[config.mk]
export PLATFORM = sky130hd
export DESIGN_NAME = execute_md
export DESIGN_NICKNAME = d
export VERILOG_FILES = /design/src/rtl/qu_common.sv /design/src/rtl/md_div_core.sv /design/src/rtl/execute_md.sv
export SDC_FILE = /design/constraint.sdc
export NUM_CORES = 2
export LEC_CHECK = 0
export CAP_MARGIN = 20
export CORE_MARGIN = 2
export CORE_UTILIZATION = 60
export DETAILED_ROUTE_END_ITERATION = 12
export DONT_BUFFER_PORTS = 1
export MAX_ROUTING_LAYER = met4
export PLACE_DENSITY = 0.84
export SYNTH_ARGS = -nofsm -noshare
export SYNTH_HDL_FRONTEND = slang
export SYNTH_SLANG_ARGS = --single-unit
export TNS_END_PERCENT = 10
[constraint.sdc]
create_clock -name clk -period 6.5 [get_ports clk]
set_input_delay 0.65 -clock clk [delete_from_list [all_inputs] [get_ports clk]]
set_output_delay 0.65 -clock clk [all_outputs]
set_load 0.005 [all_outputs]
[src/rtl/qu_common.sv]
// Shared types and helpers for the Qu core execute units.
// The M-extension funct3 encodings and the multi-cycle unit's state set live here.
package qu_common;

  typedef enum logic [2:0] {
    OP_MUL    = 3'b000,
    OP_MULH   = 3'b001,
    OP_MULHSU = 3'b010,
    OP_MULHU  = 3'b011,
    OP_DIV    = 3'b100,
    OP_DIVU   = 3'b101,
    OP_REM    = 3'b110,
    OP_REMU   = 3'b111
  } md_op_t;

  typedef enum logic [1:0] {
    MD_IDLE = 2'd0,
    MD_MUL  = 2'd1,
    MD_DIV  = 2'd2,
    MD_DONE = 2'd3
  } md_state_t;

  function automatic logic is_signed_opd1(input md_op_t op);
    case (op)
      OP_MULH, OP_MULHSU, OP_DIV, OP_REM: is_signed_opd1 = 1'b1;
      default:                            is_signed_opd1 = 1'b0;
    endcase
  endfunction

  function automatic logic is_signed_opd2(input md_op_t op);
    case (op)
      OP_MULH, OP_DIV, OP_REM: is_signed_opd2 = 1'b1;
      default:                 is_signed_opd2 = 1'b0;
    endcase
  endfunction

endpackage

[src/rtl/md_div_core.sv]
// Iterative unsigned restoring divider, one quotient bit per cycle.
// The first step is taken on the start edge, so the result is ready W cycles after start.
module md_div_core #(
  parameter int W = 32
) (
  input  logic         clk,
  input  logic         rst,
  input  logic         abort,
  input  logic         start,
  input  logic [W-1:0] dividend,
  input  logic [W-1:0] divisor,
  output logic         done,
  output logic [W-1:0] quotient,
  output logic [W-1:0] remainder
);

  localparam int CW = $clog2(W) + 1;

  logic [W-1:0]  rem_r, dq_r, dvs_r;
  logic [CW-1:0] cnt_r;
  logic          active_r;

  logic [W-1:0]  src_rem_s, src_dq_s, src_dvs_s;
  logic [W:0]    shifted_s;
  logic          fits_s;
  logic [W-1:0]  step_rem_s, step_dq_s;

  // One restoring step, sourced from the fresh operands on start.
  always_comb begin
    src_rem_s = rem_r;
    src_dq_s  = dq_r;
    src_dvs_s = dvs_r;
    if (start) begin
      src_rem_s = {W{1'b0}};
      src_dq_s  = dividend;
      src_dvs_s = divisor;
    end else begin
      src_rem_s = rem_r;
      src_dq_s  = dq_r;
      src_dvs_s = dvs_r;
    end
    shifted_s = {src_rem_s, src_dq_s[W-1]};
    fits_s    = (shifted_s >= {1'b0, src_dvs_s});
    // When the divisor fits, the difference is below the divisor and so fits in W bits.
    step_rem_s = fits_s ? (shifted_s[W-1:0] - src_dvs_s) : shifted_s[W-1:0];
    step_dq_s  = {src_dq_s[W-2:0], fits_s};
  end

  // Partial remainder, quotient shift register and step counter.
  always_ff @(posedge clk) begin
    if (rst) begin
      rem_r    <= {W{1'b0}};
      dq_r     <= {W{1'b0}};
      dvs_r    <= {W{1'b0}};
      cnt_r    <= {CW{1'b0}};
      active_r <= 1'b0;
    end else if (abort) begin
      cnt_r    <= {CW{1'b0}};
      active_r <= 1'b0;
    end else if (start) begin
      rem_r    <= step_rem_s;
      dq_r     <= step_dq_s;
      dvs_r    <= divisor;
      cnt_r    <= CW'(W - 1);
      active_r <= 1'b1;
    end else if (active_r && (cnt_r != {CW{1'b0}})) begin
      rem_r <= step_rem_s;
      dq_r  <= step_dq_s;
      cnt_r <= cnt_r - {{(CW-1){1'b0}}, 1'b1};
    end
  end

  assign done      = active_r && (cnt_r == {CW{1'b0}});
  assign quotient  = dq_r;
  assign remainder = rem_r;

endmodule

[src/rtl/execute_md.sv]
// Multi-cycle RV32M execute unit: iterative multiplier inline, restoring divider in md_div_core.
// One op in flight; the result is held on out_value/out_tag until the CDB arbiter takes it.
module execute_md
  import qu_common::*;
#(
  parameter int XLEN      = 32,
  parameter int MUL_BITS  = 4,
  parameter int TAG_WIDTH = 5
) (
  input  logic                 clk,
  input  logic                 rst,
  input  logic                 flush,
  input  logic                 in_valid,
  output logic                 in_ready,
  input  logic [2:0]           in_funct3,
  input  logic [XLEN-1:0]      in_opd1,
  input  logic [XLEN-1:0]      in_opd2,
  input  logic [TAG_WIDTH-1:0] in_tag,
  output logic                 out_valid,
  input  logic                 out_ready,
  output logic [XLEN-1:0]      out_value,
  output logic [TAG_WIDTH-1:0] out_tag,
  output logic                 busy
);

  localparam int MUL_STEPS = XLEN / MUL_BITS;
  localparam int MCW       = $clog2(MUL_STEPS) + 1;
  localparam int PW        = 2 * XLEN;

  localparam logic [XLEN-1:0] ZERO_X = {XLEN{1'b0}};
  localparam logic [XLEN-1:0] ONES_X = {XLEN{1'b1}};
  localparam logic [XLEN-1:0] ONE_X  = {{(XLEN-1){1'b0}}, 1'b1};
  localparam logic [XLEN-1:0] MIN_X  = {1'b1, {(XLEN-1){1'b0}}};
  localparam logic [PW-1:0]   ONE_P  = {{(PW-1){1'b0}}, 1'b1};

  md_state_t state_r, state_next_s;
  md_op_t    op_r, op_in_s;
  logic [TAG_WIDTH-1:0] tag_r;
  logic                 neg1_r, neg2_r;
  logic [PW-1:0]        mcand_r, acc_r;
  logic [XLEN-1:0]      mplier_r;
  logic [MCW-1:0]       mul_cnt_r;
  logic [XLEN-1:0]      out_value_r;
  logic [TAG_WIDTH-1:0] out_tag_r;
  logic                 out_valid_r, in_ready_r, busy_r;

  logic            neg1_in_s, neg2_in_s, is_div_in_s, div_zero_s, div_ovf_s, special_s;
  logic [XLEN-1:0] mag1_s, mag2_s, special_val_s;
  logic            accept_s, div_start_s, div_done_s;
  logic [XLEN-1:0] div_quo_s, div_rem_s, quo_s, rem_s, div_res_s, mul_res_s;
  logic [PW-1:0]   partial_s, acc_next_s, prod_s;
  logic            load_result_s;
  logic [XLEN-1:0] result_s;
  logic [TAG_WIDTH-1:0] result_tag_s;

  // Operand decode: magnitudes, sign flags and the divide special cases.
  always_comb begin
    op_in_s     = md_op_t'(in_funct3);
    neg1_in_s   = is_signed_opd1(op_in_s) && in_opd1[XLEN-1];
    neg2_in_s   = is_signed_opd2(op_in_s) && in_opd2[XLEN-1];
    // The most negative value's magnitude is exact as an unsigned XLEN-bit number.
    mag1_s      = neg1_in_s ? (~in_opd1 + ONE_X) : in_opd1;
    mag2_s      = neg2_in_s ? (~in_opd2 + ONE_X) : in_opd2;
    is_div_in_s = in_funct3[2];
    div_zero_s  = (in_opd2 == ZERO_X);
    div_ovf_s   = ((op_in_s == OP_DIV) || (op_in_s == OP_REM)) &&
                  (in_opd1 == MIN_X) && (in_opd2 == ONES_X);
    special_s   = is_div_in_s && (div_zero_s || div_ovf_s);
    if (div_zero_s) begin
      special_val_s = in_funct3[1] ? in_opd1 : ONES_X;
    end else begin
      special_val_s = in_funct3[1] ? ZERO_X : in_opd1;
    end
  end

  assign accept_s    = in_valid && in_ready_r && !flush;
  assign div_start_s = accept_s && is_div_in_s && !special_s;

  md_div_core #(.W(XLEN)) u_div (
    .clk       (clk),
    .rst       (rst),
    .abort     (flush),
    .start     (div_start_s),
    .dividend  (mag1_s),
    .divisor   (mag2_s),
    .done      (div_done_s),
    .quotient  (div_quo_s),
    .remainder (div_rem_s)
  );

  // Multiply step and sign-corrected final results for both paths.
  always_comb begin
    partial_s  = mcand_r * {{(PW-MUL_BITS){1'b0}}, mplier_r[MUL_BITS-1:0]};
    acc_next_s = acc_r + partial_s;
    prod_s     = (neg1_r ^ neg2_r) ? (~acc_next_s + ONE_P) : acc_next_s;
    mul_res_s  = (op_r == OP_MUL) ? prod_s[XLEN-1:0] : prod_s[PW-1:XLEN];
    quo_s      = (neg1_r ^ neg2_r) ? (~div_quo_s + ONE_X) : div_quo_s;
    rem_s      = neg1_r ? (~div_rem_s + ONE_X) : div_rem_s;
    div_res_s  = ((op_r == OP_REM) || (op_r == OP_REMU)) ? rem_s : quo_s;
  end

  // Next-state logic; flush overrides every transition and drops any result.
  always_comb begin
    state_next_s  = state_r;
    load_result_s = 1'b0;
    result_s      = ZERO_X;
    result_tag_s  = tag_r;
    case (state_r)
      MD_IDLE: begin
        if (accept_s && !is_div_in_s) begin
          state_next_s = MD_MUL;
        end else if (accept_s && special_s) begin
          state_next_s  = MD_DONE;
          load_result_s = 1'b1;
          result_s      = special_val_s;
          result_tag_s  = in_tag;
        end else if (accept_s) begin
          state_next_s = MD_DIV;
        end else begin
          state_next_s = MD_IDLE;
        end
      end
      MD_MUL: begin
        if (mul_cnt_r == MCW'(1)) begin
          state_next_s  = MD_DONE;
          load_result_s = 1'b1;
          result_s      = mul_res_s;
        end else begin
          state_next_s = MD_MUL;
        end
      end
      MD_DIV: begin
        if (div_done_s) begin
          state_next_s  = MD_DONE;
          load_result_s = 1'b1;
          result_s      = div_res_s;
        end else begin
          state_next_s = MD_DIV;
        end
      end
      MD_DONE: begin
        if (out_ready) begin
          state_next_s = MD_IDLE;
        end else begin
          state_next_s = MD_DONE;
        end
      end
      default: state_next_s = MD_IDLE;
    endcase
    if (flush) begin
      state_next_s  = MD_IDLE;
      load_result_s = 1'b0;
    end else begin
      state_next_s = state_next_s;
    end
  end

  // State register and registered handshake/result outputs.
  always_ff @(posedge clk) begin
    if (rst) begin
      state_r     <= MD_IDLE;
      in_ready_r  <= 1'b1;
      busy_r      <= 1'b0;
      out_valid_r <= 1'b0;
      out_value_r <= ZERO_X;
      out_tag_r   <= {TAG_WIDTH{1'b0}};
    end else begin
      state_r     <= state_next_s;
      in_ready_r  <= (state_next_s == MD_IDLE);
      busy_r      <= (state_next_s != MD_IDLE);
      out_valid_r <= (state_next_s == MD_DONE);
      if (load_result_s) begin
        out_value_r <= result_s;
        out_tag_r   <= result_tag_s;
      end
    end
  end

  // Operand latch on accept and the shift-add multiplier datapath.
  always_ff @(posedge clk) begin
    if (rst) begin
      op_r      <= OP_MUL;
      tag_r     <= {TAG_WIDTH{1'b0}};
      neg1_r    <= 1'b0;
      neg2_r    <= 1'b0;
      mcand_r   <= {PW{1'b0}};
      mplier_r  <= ZERO_X;
      acc_r     <= {PW{1'b0}};
      mul_cnt_r <= {MCW{1'b0}};
    end else if (accept_s) begin
      op_r      <= op_in_s;
      tag_r     <= in_tag;
      neg1_r    <= neg1_in_s;
      neg2_r    <= neg2_in_s;
      mcand_r   <= {ZERO_X, mag1_s};
      mplier_r  <= mag2_s;
      acc_r     <= {PW{1'b0}};
      mul_cnt_r <= MCW'(MUL_STEPS);
    end else if ((state_r == MD_MUL) && !flush) begin
      acc_r     <= acc_next_s;
      mcand_r   <= mcand_r << MUL_BITS;
      mplier_r  <= mplier_r >> MUL_BITS;
      mul_cnt_r <= mul_cnt_r - {{(MCW-1){1'b0}}, 1'b1};
    end
  end

  assign in_ready  = in_ready_r;
  assign busy      = busy_r;
  assign out_valid = out_valid_r;
  assign out_value = out_value_r;
  assign out_tag   = out_tag_r;

endmodule

==> summary.txt <==
Synthesis
  – Syn Area/Cell: between 7 and 8 um^2
  – Post-synthesis cell area: just over 30000 um^2
  – Ys async rst share: 0%
  – Netlist cell types: approximately 110
  – Post-synth EDFFs: 0
  – Synthesis Warnings: 0
  – Yosys top cell area share: 20.67%
  – Cell taking the most area after synthesis: dfxtp_1
  – Synth Net Count: 4488
  – Seq/Total Area, Yosys: roughly 21%
  – #FFs+latches synth: between 300 and 400
  – Synth top area cells: dfxtp_1 21%, fa_1 12%, nand2_1 6.0%, nor2_1 5.8%, a21oi_1 5.7%
  – Main synth FF type: dfxtp_1
  – Synth Instances: approximately 4100

Power
  – Maximum vdd drop: roughly 0.23 mV
  – Cell Pwr Density: ~160 nW/um^2
  – Lkg Pwr: 13.75 nW

Placement
  – # port buffers: 0
  – Post-place setup slack: -0.05487 ns
  – GPL Wtd Cong: 1.123
  – DP HPWL: ~84 mm

Global route
  – GRT Residual Overflow: 0
  – Largest net degree at the start of global routing: roughly 190
  – Initial antenna violation count: 0
  – First-pass GRT wire length: around 170 mm
  – Vias in the first global route: between 20000 and 30000
  – GRT Total Usage: 41.87%

Critical path
  – R2R cell count: 23
  – Critical Path Start Type: flop
  – Critical Path RT: roughly 7 ns
  – Worst-path fanout max: 31
  – Worst setup EP type: flop
  – Critical R2R Capture: out_value[28]$_SDFFE_PP0P_
  – Crit path kind: flop to flop
  – Crit path arrival time: about 6.8 ns
  – R2r setup slk: 0.12 ns
  – RR Startpoint: mplier_r[3]$_SDFFE_PP0P_

STA
  – Slew Viols, Final: 0
  – RSZ-0062 raised after global routing: yes
  – Fmax achieved: approximately 0.16 GHz
  – Setup TNS Final: 0 ns
  – Final worst setup slack: about 0.12 ns
  – Final period util: 98.15%
  – Final Hold Vio Count: 0
  – Setup Skew: approximately 0.027 ns
  – Min cycle time layout: 6.380 ns
  – Slew margin rel.: roughly a quarter
  – Worst Tran Pin Value: 1.130 ns
  – # setup viols final: 0

Cells and area
  – Layout cells sized above 1: approximately 10%
  – Final nets: between 4000 and 5000
  – # diodes: 0
  – Area Overhead vs Synth: 10.28%

Floorplan
  – Die H: about 230 um
  – Initial core utilization: between 60% and 70%
  – Die area: between 50000 and 60000 um^2
  – Die width: about 230 um
  – Top-Level Pins: 117
  – Row cnt: between 80 and 90
  – Core area: 51090 um^2

CTS
  – Number of buffers created by CTS: 35
  – Worst-skew pair later-pin latency: 0.56 ns
  – Root cell of the clock tree: clkbuf_16
  – Max Root-Sink Buffers: 3
  – Hold-fix buffers at CTS: 0
  – TritonCTS clock tree: yes
  – H-Tree Depth: 2
  – Sink Count: 319
  – Clock slew at reported path FFs: 0.07 ns

Worst hold path
  – Hold depth: 1
  – Hold endpoint: u_div.dvs_r[12]$_SDFFE_PP0N_
  – Min-delay src: rst
  – Worst hold path type: primary input to flop

Route
  – Drt first pass iters: 10
  – Routed vias: about 32000
  – Initial DRC Count: between 4000 and 5000
  – Antenna Violating Nets Remaining: 0
  – DR vias/cell: ~6.5
  – Per-cell routed wire length: roughly 23 um
  – DRT Wirelength: 111.2 mm
  – Remaining DRCs: 0

Outcome
  – Run status: completed

Flow run
  – Max_cap viols: 0
## cells in the final DEF (no fill, tap or decap), types with 13 or more instances in the layout
master     instances
nor4_1            26
inv_1            279
o41ai_1           13
a22oi_1           20
clkbuf_16         36
o31ai_1           32
and2_1           272
or2_2             13
a31oi_1           29
a222oi_1          19
o211ai_1          43
a21oi_1          339
a221oi_1          18
fa_1             183
nand4_1           57
or4_1             21
xor2_1            92
or3_1             17
nand2b_1          16
nand2_1          490
o21ai_0          154
dfxtp_1          315
nor2b_1           32
mux2i_1           27
and3_1            29
o21a_1            20
a311oi_1          28
o22ai_1           27
a21o_1            28
nor3_1           106
ha_1              96
xnor2_1          136
o21ai_1           29
nor2_1           470
nand3_1           42
buf_4            205
a211oi_1          77
## kinds of logic (layout without fill, tap and decap cells)
logic type / count (synthesis) / count (layout) / share of synthesized area (%)
xor gates and xnor gates: 234 / 234 / 6.658
and+or+nand+nor: 1670 / 1670 / 26.33
buffers and inverters: 535 / 560 / 6.683
muxes: 33 / 33 / 1.130
AOI/OAI and AO/OA: 1038 / 1038 / 22.30
adders and majority gates: 291 / 291 / 16.23
DFF: 319 / 319 / 20.67
## worst max path at each step
stage / from / endpoint / slack [ns] / cells past startpoint
detailed placement: mplier_r[3]$_SDFFE_PP0P_ / out_value[30]$_SDFFE_PP0P_ / -0.05 / 23
floorplan: in_opd1[14] / u_div.remainder[5]$_SDFFE_PP0P_ / 0.35 / 28
CTS: mplier_r[1]$_SDFFE_PP0P_ / out_value[15]$_SDFFE_PP0P_ / 0.02 / 22
global route: mplier_r[3]$_SDFFE_PP0P_ / out_value[20]$_SDFFE_PP0P_ / -0.05 / 23
global placement: mplier_r[3]$_SDFFE_PP0P_ / out_value[30]$_SDFFE_PP0P_ / -0.03 / 23
finish: mplier_r[3]$_SDFFE_PP0P_ / out_value[28]$_SDFFE_PP0P_ / 0.12 / 23
## per-layer routing
| layer | track usage, % | wire length (um) | up-vias |
|---|---|---|---|
| met5 | - | 0 | - |
| met4 | 28.49 | 9533 | 0 |
| met3 | 12.12 | 13200 | 489 |
| met2 | 61.04 | 47530 | 1987 |
| met1 | 49.96 | 40950 | 14861 |
| li1 | - | - | 14251 |
## final cells by class
cell class | instances | area [um^2]
clock buffer | 47 | 980.9
clock inverter | 16 | 197.7
fill | 4343 | 17030
inverter | 279 | 1047
multi-input combinational | 3266 | 22860
sequential | 319 | 6394
tap | 680 | 850.8
timing repair buffer | 218 | 1738
## power by group
| part | leakage, nW | switching [W] | internal (W) |
|---|---|---|---|
| combinational | 10.6 | 0.000857 | 0.000514 |
| clock | 0.583 | 0.000889 | 0.00123 |
| sequential | 2.59 | 0.0000648 | 0.00201 |
## what timing repair did
action,in CTS,in global routing
setup endpoints to repair,3,29
resized for setup,5,77
gates cloned,0,1
pin swaps,1,9
setup buffers,0,9
## flip-flops by register name (all words and copies together) (netlist names), 6 cells and up
signal           cells
u_div.remainder     32
u_div.quotient      32
mplier_r            32
mcand_r             64
u_div.dvs_r         32
u_div.cnt_r          6
out_value           32
acc_r               64
## through the flow
stage / power (W) / area (um^2) / instances / hold WS [ns] / util, %
detailed placement: 0.003392 / 32440 / 4747 / 0.4482 / 63.49
floorplan: 0.003009 / 30890 / 4120 / 0.4255 / -
CTS: 0.005477 / 33640 / 4810 / 0.1708 / 65.84
finish: 0.005557 / 34070 / 4825 / 0.1779 / 66.68
global placement: 0.003374 / 32430 / 4746 / 0.4426 / 63.48
global route: 0.005727 / 34070 / 4825 / 0.1719 / 66.68
## critical path, stage by stage, from the launching register on
cell and delay (ns):
dfxtp_4 0.40, buf_12 0.18, and2_1 0.17, fa_1 0.50, fa_1 0.60, fa_1 0.43
ha_1 0.37, buf_4 0.19, a21oi_1 0.19, o21a_2 0.22, o21a_1 0.21, a211oi_4 0.10
buf_2 0.21, or3_4 0.36, a2111oi_4 0.44, and4b_1 0.29, buf_4 0.17, nand3_2 0.19
nor2_4 0.18, buf_4 0.14, a41oi_1 0.14, xnor2_1 0.22, o21ai_1 0.09, a211oi_1 0.27
## cells in the mapped netlist (13+ instances only)
cell	number
mux2i_1	27
or3_1	20
nor4_1	27
nor3_1	112
and3_1	29
a221oi_1	19
inv_1	279
nand3_1	43
nor2_1	474
nand2b_1	17
nand4_1	57
a31oi_1	30
a222oi_1	19
a21o_1	29
nor2b_1	34
o211ai_1	43
buf_2	33
ha_1	108
dfxtp_1	319
clkbuf_1	203
o21ai_0	162
o31ai_1	33
fa_1	183
o41ai_1	13
xnor2_1	138
o21a_1	21
a22oi_1	20
xor2_1	95
nand2_1	492
a311oi_1	29
a211oi_1	79
and2_1	272
or2_2	14
a21oi_1	352
or4_1	21
buf_1	17
o21ai_1	24
o22ai_1	28
Power figures use the tool's default switching activity.
